[config.mk]
export PLATFORM = sky130hd
export DESIGN_NAME = pixel_link_transmitter_flat
export DESIGN_NICKNAME = d
export VERILOG_FILES = /design/src/rtl/link_pkg.sv /design/src/rtl/pixel_link_transmitter_if.sv /design/src/rtl/link_phase_timer.sv /design/src/rtl/pixel_link_transmitter.sv /design/src/flat_wrapper.sv
export SDC_FILE = /design/constraint.sdc
export NUM_CORES = 1
export LEC_CHECK = 0
export CORE_MARGIN = 3
export CORE_UTILIZATION = 40
export DETAILED_ROUTE_END_ITERATION = 10
export DONT_BUFFER_PORTS = 1
export GPL_ROUTABILITY_DRIVEN = 1
export PLACE_DENSITY_LB_ADDON = 0.25
export SLEW_MARGIN = 0
export SYNTH_ARGS = -nofsm -noshare
export SYNTH_HDL_FRONTEND = slang
export SYNTH_SLANG_ARGS = --single-unit
[constraint.sdc]
create_clock -name iCLOCKA -period 2.4 [get_ports iCLOCKA]
set_input_delay 0.36 -clock iCLOCKA [delete_from_list [all_inputs] [get_ports iCLOCKA]]
set_output_delay 0.36 -clock iCLOCKA [all_outputs]
set_load 0.01 [all_outputs]
[src/rtl/link_pkg.sv]
`default_nettype none
// ============================================================================
//  Module   : link_pkg
//  Purpose  : Shared definitions for the parallel pixel link: GPIO0 bit map,
//             panel geometry and the transmitter FSM state encoding. Also
//             imported by the display-controller side of the link.
//  Ports    : none (package)
//  Revision : 1.0  initial release
// ============================================================================
package link_pkg;

    localparam int LINK_BUS_W     = 30;
    localparam int LINK_DATA_LSB  = 0;
    localparam int LINK_DATA_W    = 16;
    localparam int LINK_WCLK_BIT  = 24;
    localparam int LINK_HSYNC_BIT = 25;
    localparam int LINK_VSYNC_BIT = 26;

    localparam int DISP_WIDTH     = 480;
    localparam int DISP_HEIGHT    = 272;

    typedef enum logic [3:0] {
        ST_IDLE     = 4'd0,
        ST_VS_LO    = 4'd1,
        ST_VS_HI    = 4'd2,
        ST_WAIT_PIX = 4'd3,
        ST_SETUP    = 4'd4,
        ST_CLK_LO   = 4'd5,
        ST_CLK_HI   = 4'd6,
        ST_HS_LO    = 4'd7,
        ST_HS_HI    = 4'd8,
        ST_DONE     = 4'd9
    } link_state_e;

endpackage
`default_nettype wire

[src/rtl/pixel_link_transmitter_if.sv]
`default_nettype none
// ============================================================================
//  Module   : pixel_link_transmitter_if
//  Purpose  : Bundles the pixel stream, frame control and GPIO0 link bus of
//             the pixel link transmitter.
//  Ports    : iStart, iPixelValid, iPixelData  (source -> transmitter)
//             oPixelReady, oGPIO0, oBusy, oFrameDone (transmitter -> source)
//             modport master : transmitter side
//             modport slave  : pixel source / frame requester side
//  Revision : 1.0  initial release
// ============================================================================
interface pixel_link_transmitter_if;

    logic                                          iStart;
    logic                                          iPixelValid;
    logic [link_pkg::LINK_DATA_W-1:0]              iPixelData;
    logic                                          oPixelReady;
    logic [link_pkg::LINK_BUS_W-1:0]               oGPIO0;
    logic                                          oBusy;
    logic                                          oFrameDone;

    modport master (
        input  iStart, iPixelValid, iPixelData,
        output oPixelReady, oGPIO0, oBusy, oFrameDone
    );

    modport slave (
        output iStart, iPixelValid, iPixelData,
        input  oPixelReady, oGPIO0, oBusy, oFrameDone
    );

endinterface
`default_nettype wire

[src/rtl/link_phase_timer.sv]
`default_nettype none
// ============================================================================
//  Module   : link_phase_timer
//  Purpose  : Phase duration timer. A load starts a PHASE-cycle interval;
//             expire_o is high on the last cycle of the interval. A load in
//             the expiring cycle chains the next phase with no gap.
//  Ports    : clk_i    in  clock
//             rst_i    in  synchronous active-high reset
//             load_i   in  start a new interval (wins over counting)
//             expire_o out last cycle of the running interval
//  Revision : 1.0  initial release
// ============================================================================
module link_phase_timer #(
    parameter int PHASE = 8
) (
    input  wire logic clk_i,
    input  wire logic rst_i,
    input  wire logic load_i,
    output logic      expire_o
);

    localparam int CW = $clog2(PHASE + 1);

    logic [CW-1:0] cnt_q;
    logic          run_q;

    always_ff @(posedge clk_i) begin
        if (rst_i) begin
            cnt_q <= '0;
            run_q <= 1'b0;
        end else if (load_i) begin
            cnt_q <= CW'(PHASE - 1);
            run_q <= 1'b1;
        end else if (run_q) begin
            if (cnt_q == '0) begin
                run_q <= 1'b0;
            end else begin
                cnt_q <= cnt_q - CW'(1);
            end
        end
    end

    assign expire_o = run_q && (cnt_q == '0);

endmodule
`default_nettype wire

[src/rtl/pixel_link_transmitter.sv]
`default_nettype none
// ============================================================================
//  Module   : pixel_link_transmitter
//  Purpose  : Serialises one H_PIXELS x V_LINES RGB565 frame per start
//             request onto the GPIO0 parallel link: vsync pulse, then per
//             pixel data setup / wclk low / wclk high, with an hsync pulse
//             between lines. Strobes are active-low and never overlap.
//  Ports    : iCLOCKA in  clock
//             iRESET  in  synchronous active-high reset
//             link    master modport of pixel_link_transmitter_if
//  Revision : 1.0  initial release
// ============================================================================
module pixel_link_transmitter
    import link_pkg::*;
#(
    parameter int H_PIXELS = DISP_WIDTH,
    parameter int V_LINES  = DISP_HEIGHT,
    parameter int PHASE    = 8
) (
    input  wire logic                 iCLOCKA,
    input  wire logic                 iRESET,
    pixel_link_transmitter_if.master  link
);

    localparam logic [8:0] H_LAST = 9'(H_PIXELS - 1);
    localparam logic [8:0] V_LAST = 9'(V_LINES - 1);

    link_state_e              state_q, state_d;
    logic [8:0]               h_q, h_d;
    logic [8:0]               v_q, v_d;
    logic [LINK_DATA_W-1:0]   data_q, data_d;
    logic                     load_w;
    logic                     expire_w;
    logic                     ready_w;

    link_phase_timer #(.PHASE(PHASE)) u_timer (
        .clk_i    (iCLOCKA),
        .rst_i    (iRESET),
        .load_i   (load_w),
        .expire_o (expire_w)
    );

    always_ff @(posedge iCLOCKA) begin
        if (iRESET) begin
            state_q <= ST_IDLE;
            h_q     <= '0;
            v_q     <= '0;
            data_q  <= '0;
        end else begin
            state_q <= state_d;
            h_q     <= h_d;
            v_q     <= v_d;
            data_q  <= data_d;
        end
    end

    // Every transition into a timed state loads the timer in the same cycle,
    // so each timed state lasts exactly PHASE cycles.
    always_comb begin
        state_d = state_q;
        h_d     = h_q;
        v_d     = v_q;
        data_d  = data_q;
        load_w  = 1'b0;
        ready_w = 1'b0;
        case (state_q)
            ST_IDLE: begin
                if (link.iStart) begin
                    state_d = ST_VS_LO;
                    load_w  = 1'b1;
                    h_d     = '0;
                    v_d     = '0;
                end
            end
            ST_VS_LO: begin
                if (expire_w) begin
                    state_d = ST_VS_HI;
                    load_w  = 1'b1;
                end
            end
            ST_VS_HI: begin
                if (expire_w) state_d = ST_WAIT_PIX;
            end
            ST_WAIT_PIX: begin
                // Only place the data bus may change; wclk is high here.
                if (link.iPixelValid) begin
                    ready_w = 1'b1;
                    data_d  = link.iPixelData;
                    state_d = ST_SETUP;
                    load_w  = 1'b1;
                end
            end
            ST_SETUP: begin
                if (expire_w) begin
                    state_d = ST_CLK_LO;
                    load_w  = 1'b1;
                end
            end
            ST_CLK_LO: begin
                if (expire_w) begin
                    state_d = ST_CLK_HI;
                    load_w  = 1'b1;
                end
            end
            ST_CLK_HI: begin
                if (expire_w) begin
                    if (h_q == H_LAST) begin
                        h_d = '0;
                        // No hsync after the last line, so the receiver's
                        // line pointer never steps past the frame.
                        if (v_q == V_LAST) begin
                            state_d = ST_DONE;
                        end else begin
                            v_d     = v_q + 9'd1;
                            state_d = ST_HS_LO;
                            load_w  = 1'b1;
                        end
                    end else begin
                        h_d     = h_q + 9'd1;
                        state_d = ST_WAIT_PIX;
                    end
                end
            end
            ST_HS_LO: begin
                if (expire_w) begin
                    state_d = ST_HS_HI;
                    load_w  = 1'b1;
                end
            end
            ST_HS_HI: begin
                if (expire_w) state_d = ST_WAIT_PIX;
            end
            ST_DONE: begin
                state_d = ST_IDLE;
            end
            default: begin
                state_d = ST_IDLE;
            end
        endcase
    end

    // Strobes decode straight from the state register, so each one is low
    // for exactly the cycles its LO state is resident.
    always_comb begin
        link.oGPIO0                                        = '0;
        link.oGPIO0[LINK_DATA_LSB +: LINK_DATA_W]          = data_q;
        link.oGPIO0[LINK_WCLK_BIT]                         = (state_q != ST_CLK_LO);
        link.oGPIO0[LINK_HSYNC_BIT]                        = (state_q != ST_HS_LO);
        link.oGPIO0[LINK_VSYNC_BIT]                        = (state_q != ST_VS_LO);
    end

    assign link.oPixelReady = ready_w;
    assign link.oBusy       = (state_q != ST_IDLE);
    assign link.oFrameDone  = (state_q == ST_DONE);

endmodule
`default_nettype wire
[src/flat_wrapper.sv]
// flat-port wrapper written by rule: the top's interface ports become plain ports
module pixel_link_transmitter_flat import link_pkg::*;
#(
    parameter int H_PIXELS = DISP_WIDTH,
    parameter int V_LINES  = DISP_HEIGHT,
    parameter int PHASE    = 8
)
  (iCLOCKA, iRESET, link_iStart, link_iPixelValid, link_iPixelData, link_oPixelReady, link_oGPIO0, link_oBusy, link_oFrameDone);
  pixel_link_transmitter_if link_i ();
  input  wire logic iCLOCKA;
  input  wire logic iRESET;
  input wire logic [$bits(link_i.iStart)-1:0] link_iStart;
  input wire logic [$bits(link_i.iPixelValid)-1:0] link_iPixelValid;
  input wire logic [$bits(link_i.iPixelData)-1:0] link_iPixelData;
  output wire logic [$bits(link_i.oPixelReady)-1:0] link_oPixelReady;
  output wire logic [$bits(link_i.oGPIO0)-1:0] link_oGPIO0;
  output wire logic [$bits(link_i.oBusy)-1:0] link_oBusy;
  output wire logic [$bits(link_i.oFrameDone)-1:0] link_oFrameDone;
  assign link_i.iStart = link_iStart;
  assign link_i.iPixelValid = link_iPixelValid;
  assign link_i.iPixelData = link_iPixelData;
  assign link_oPixelReady = link_i.oPixelReady;
  assign link_oGPIO0 = link_i.oGPIO0;
  assign link_oBusy = link_i.oBusy;
  assign link_oFrameDone = link_i.oFrameDone;
  pixel_link_transmitter #(.H_PIXELS(H_PIXELS), .V_LINES(V_LINES), .PHASE(PHASE)) u_core (.iCLOCKA(iCLOCKA), .iRESET(iRESET), .link(link_i));
endmodule
* After elaboration in Yosys (flattened, before gate mapping)
Cells that the tools add are included.
Cells by class: muxes and demuxes 33, equality and inequality tests 25, bitwise logic cells 1, reductions and logical operators 15, add/sub/neg operators 3
Operator list (count):
- $mux 9 | 6
- $mux 4 | 10
- $pmux 9 s2 | 2
- $pmux 4 s8 | 1
- $add 9x1->9 const B | 2
- $eq 9x9->1 const B | 2
- $eq 4x3->1 const B | 4
- $ne 2x1->1 const B | 8
- $mux 1 | 10
- $mux 3 | 3
- $eq 4x2->1 const B | 2
- $eq 4x4->1 const B | 2
- $logic_not 4->1 | 2
- $ne 4x3->1 const B | 2
- $reduce_and 8->1 | 1
- $ne 2x2->1 const B | 3
- $reduce_and 2->1 | 3
- $reduce_and 5->1 | 1
- $eq 4x1->1 const B | 1
- $ne 4x1->1 const B | 1
- $pmux 1 s4 | 1
- $reduce_bool 2->1 | 2
- $reduce_bool 4->1 | 1
- $reduce_or 2->1 | 2
- 5 further kinds | 5
Storage, ports and cells: flip-flop bits (word level) 43, logic and storage cells 84, output and inout bits 33, bits of input ports 20

* Longest topological paths before layout
word-level depth 7, depth in mapped cells 8, mapped depth without buffers 7

* Cells and area by module
From an unflattened synthesis, not the netlist that was laid out.
Unflattened totals: cells, all modules 284, area, all modules 2225.9 um2
By module, submodules not included:
- pixel_link_transmitter | seq. area each 760.7 um2, cells an instance 255, times used 1, area an instance 1968.1 um2
- link_phase_timer | seq. area each 100.1 um2, cells an instance 29, times used 1, area an instance 257.7 um2

* Worst setup path after synthesis
Ideal clock, no wire load.
path kind reg-to-reg, start reg u_core.v_q[4], end reg u_core.state_q[2], buffers on the path 1, required time 2.270 ns, stages on the path, launching flop included 7, path slack 0.495 ns, period minus slack after synthesis 1.905 ns, arrival time 1.776 ns, cells stage by stage dfxtp_1 or4b_1 or3_1 buf_6 a221o_1 a22oi_1 nor3_1
On the way: longest elaborated chain between the ends 5
Ends and longest elaborated chain:
- start, declared | line pixel_link_transmitter.sv:30 | logic [8:0] v_q, v_d;
- start signal, assigned | line pixel_link_transmitter.sv:52 | v_q <= v_d;
- $eq 9x9->1 | line pixel_link_transmitter.sv:111 | if (v_q == V_LAST) begin
- $mux 4 | line pixel_link_transmitter.sv:111
- $mux 4 | line pixel_link_transmitter.sv:107 | if (h_q == H_LAST) begin
- $mux 4 | line pixel_link_transmitter.sv:106 | if (expire_w) begin
- $pmux 4 s8 | line pixel_link_transmitter.sv:66 | case (state_q)
- end signal, assigned | line pixel_link_transmitter.sv:50 | state_q <= state_d;
- end, declared | line pixel_link_transmitter.sv:28 | link_state_e state_q, state_d;
No other way between the ends. The select of a mux whose other input is x is not followed. A chain may end at the register's enable or synchronous reset.

* Worst setup path after layout
start reg u_core.v_q[4], end reg u_core.state_q[1]
The elaborated chain is that of the path after synthesis.

==> flow_summary.ini <==
[global_routing]
grt-ovfl-total = 0
antenna_found_initial = 0
grt_pass1_vias = 1555
grt_max_degree = 29
gr-usage-all-layers_pct = 14.3
grt_pass1_wl_um = 7230

[synth]
yosys-top-cells-area = dfxtp_1 (41%), nand2_1 (7.4%), a21oi_1 (6.1%)
ys.flop_type = dfxtp_1
yosysSeqAreaShare_pct = 40.6
syn_inst = 258
synth_area_per_cell_um2 = 8.22
ys_warn_count = 0
synth-async-reset-ratio_pct = 0
ys_types = 50
netlist.area_leader.share_pct = 40.6
netlist_area_um2 = 2120
synth-edff-count = 0
synth_top_area_cell = dfxtp_1
synth_seq_cells = 43

[floorplanning]
ios = 53
start_util_pct = 43.2
dieWidth_um = 78.8
core_um2 = 4910
rows = 25
die_h_um = 78.8
die_area_um2 = 6210

[setup_path]
crit_type = reg2reg
critPathLaunchType = register
worst_ep_required_time_ns = 2.58
arrival_ns = 2.24
r2r-start = u_core.v_q[4]
crit_start = u_core.v_q[4]
end_kind = register
critPathMaxFanout = 9

[timing]
rsz0062_at_grt = false
skew_ns = 0.00193
max_freq_ghz = 0.486
finalHoldViolCount = 0
setup_viol = 0
slew_viol_final = 0
finalSetupTns_ns = 0
tightest_slew_ns = 0.526
slew_headroom_pct = 64.7
post-route-min-period_ns = 2.06
post-route-period-util_pct = 85.7

[cts]
cts_root_buf = clkbuf_8
clockBufferDepth = 2
numCtsBuffers = 5
cts_tree = done
cts_setup_buffers = 0
clk_latency_ns = 0.29
cts-htree-levels = 2
clock_sinks = 43
ctsResizeCount = 0
cts_hold_buf = 0
clk_pin_slew_ns = 0.08

[place]
portBuffers = 0
place_area_um2 = 2150
dpl.hpwl_um = 3030
gp_congestion = 0.882

[final_layout]
fillers = 502
final_nets = 282
syn2layout_area_growth_pct = 5.49
drive_above_1_share_pct = 7.72
seqCellArea_um2 = 861
n_antenna_cell = 0
design_area_um2 = 2240
multi_input_area_um2 = 1120

[route]
drtAntennaViolNets = 0
wirelength_um = 4150
drc = 0
num_vias = 1710
viasPerCell = 5.25
firstDrtPassIters = 4
routedWlPerCell_um = 12.7
drt_iter0_markers = 113

[pwr]
power.total_mw = 1.85
power_leakage_nw = 0.791
vdd_drop_max_uv = 442
powerDensity_nw_per_um2 = 828

[status]
status = complete, no violations

[job]
maxCapViolations = 0

[hold_path]
min_from = iRESET
hold_class = in2reg
worst paths after layout:
kind,depth (start not counted),end,slack (ns)
setup / recovery,5,u_core.state_q[1],0.34
hold / removal,1,u_core.data_q[4],0.12
setup reg to reg,5,u_core.state_q[1],0.34
hold reg to reg,2,u_core.v_q[1],0.49
through the flow:
stage               util [%]  cells  setup slack [ns]  hold slack, ns
global route            45.6    326             0.227           0.101
global placement        43.7    318             0.407           0.432
finish                  45.6    326             0.343           0.121
CTS                     45.6    326             0.353           0.110
detailed placement      43.7    318             0.375           0.433
floorplan                  -    268             0.495           0.460
synth_stat cells (2+ instances only):
master / n
a21oi_1: 26
and2_1: 3
and3_1: 3
buf_2: 3
buf_4: 11
clkbuf_1: 7
dfxtp_1: 43
ha_1: 4
inv_1: 9
nand2_1: 42
nand2b_1: 3
nand3_1: 6
nand4_1: 12
nor2_1: 25
nor3_1: 6
nor4_1: 2
o21ai_0: 3
o22ai_1: 2
or3_1: 3
xnor2_1: 4
xor2_1: 12
placed cells by master, fill, tap and decap left out, types with 2 or more instances in the layout:
cell and n:
nor2_1 25, clkbuf_8 5, nor3_1 6, xnor2_1 4, clkinvlp_4 2, and2_1 3
o21ai_0 3, ha_1 4, conb_1 11, or3_1 3, nand4_1 12, buf_4 6
xor2_1 12, and3_1 3, nand2b_1 3, nand2_1 42, inv_1 9, nand3_1 6
dfxtp_1 43, o22ai_1 2, nor4_1 2, a21oi_1 26
final cells by class:
type / count / area share (%)
Clock inverter: 3 / 0.895
Timing Repair Buffer: 6 / 2.01
Clock buffer: 5 / 3.08
Inverter: 10 / 1.68
Multi-Input combinational cell: 192 / 50.1
Sequential cell: 43 / 38.5
Tap cell: 67 / 3.75
routing by layer:
layer | track usage, % | wire length, µm | vias to the layer above
met3 | 4.54 | 313 | 6
met5 | 0 | 0 | -
met1 | 19.3 | 1940 | 779
met2 | 21.6 | 1840 | 60
met4 | 5.15 | 55 | 0
li1 | - | - | 865
state kept, by name, summed over array words and instances (netlist names):
| register | count |
|---|---|
| u_core.v_q | 9 |
| u_core.h_q | 9 |
| u_core.u_timer.cnt_q | 4 |
| u_core.data_q | 16 |
| u_core.state_q | 4 |
| u_core.u_timer.run_q | 1 |
worst max-delay path, cell delays in order (launching register included):
cell	delay [ns]
dfxtp_1	0.34
or4b_1	0.50
or3_1	0.50
nor3_1	0.36
o2bb2ai_1	0.16
o32ai_1	0.08
power by group:
group | total, mW | internal (mW) | switching [mW]
Clock | 0.457 | 0.202 | 0.255
Sequential | 0.835 | 0.777 | 0.0579
Combinational | 0.560 | 0.226 | 0.334
Total | 1.85 | 1.20 | 0.647
cells by family after synthesis:
| group | synth area share, % |
|---|---|
| AOI/OAI and AO/OA | 11.7 |
| xor gates and xnor gates | 6.61 |
| adders and majority gates | 2.83 |
| buffers and inverters | 8.32 |
| DFF | 40.6 |
| muxes | 1.00 |
| other | 0.177 |
| and+or+nand+nor | 28.8 |
No activity file was read; power rests on OpenSTA's default activity.
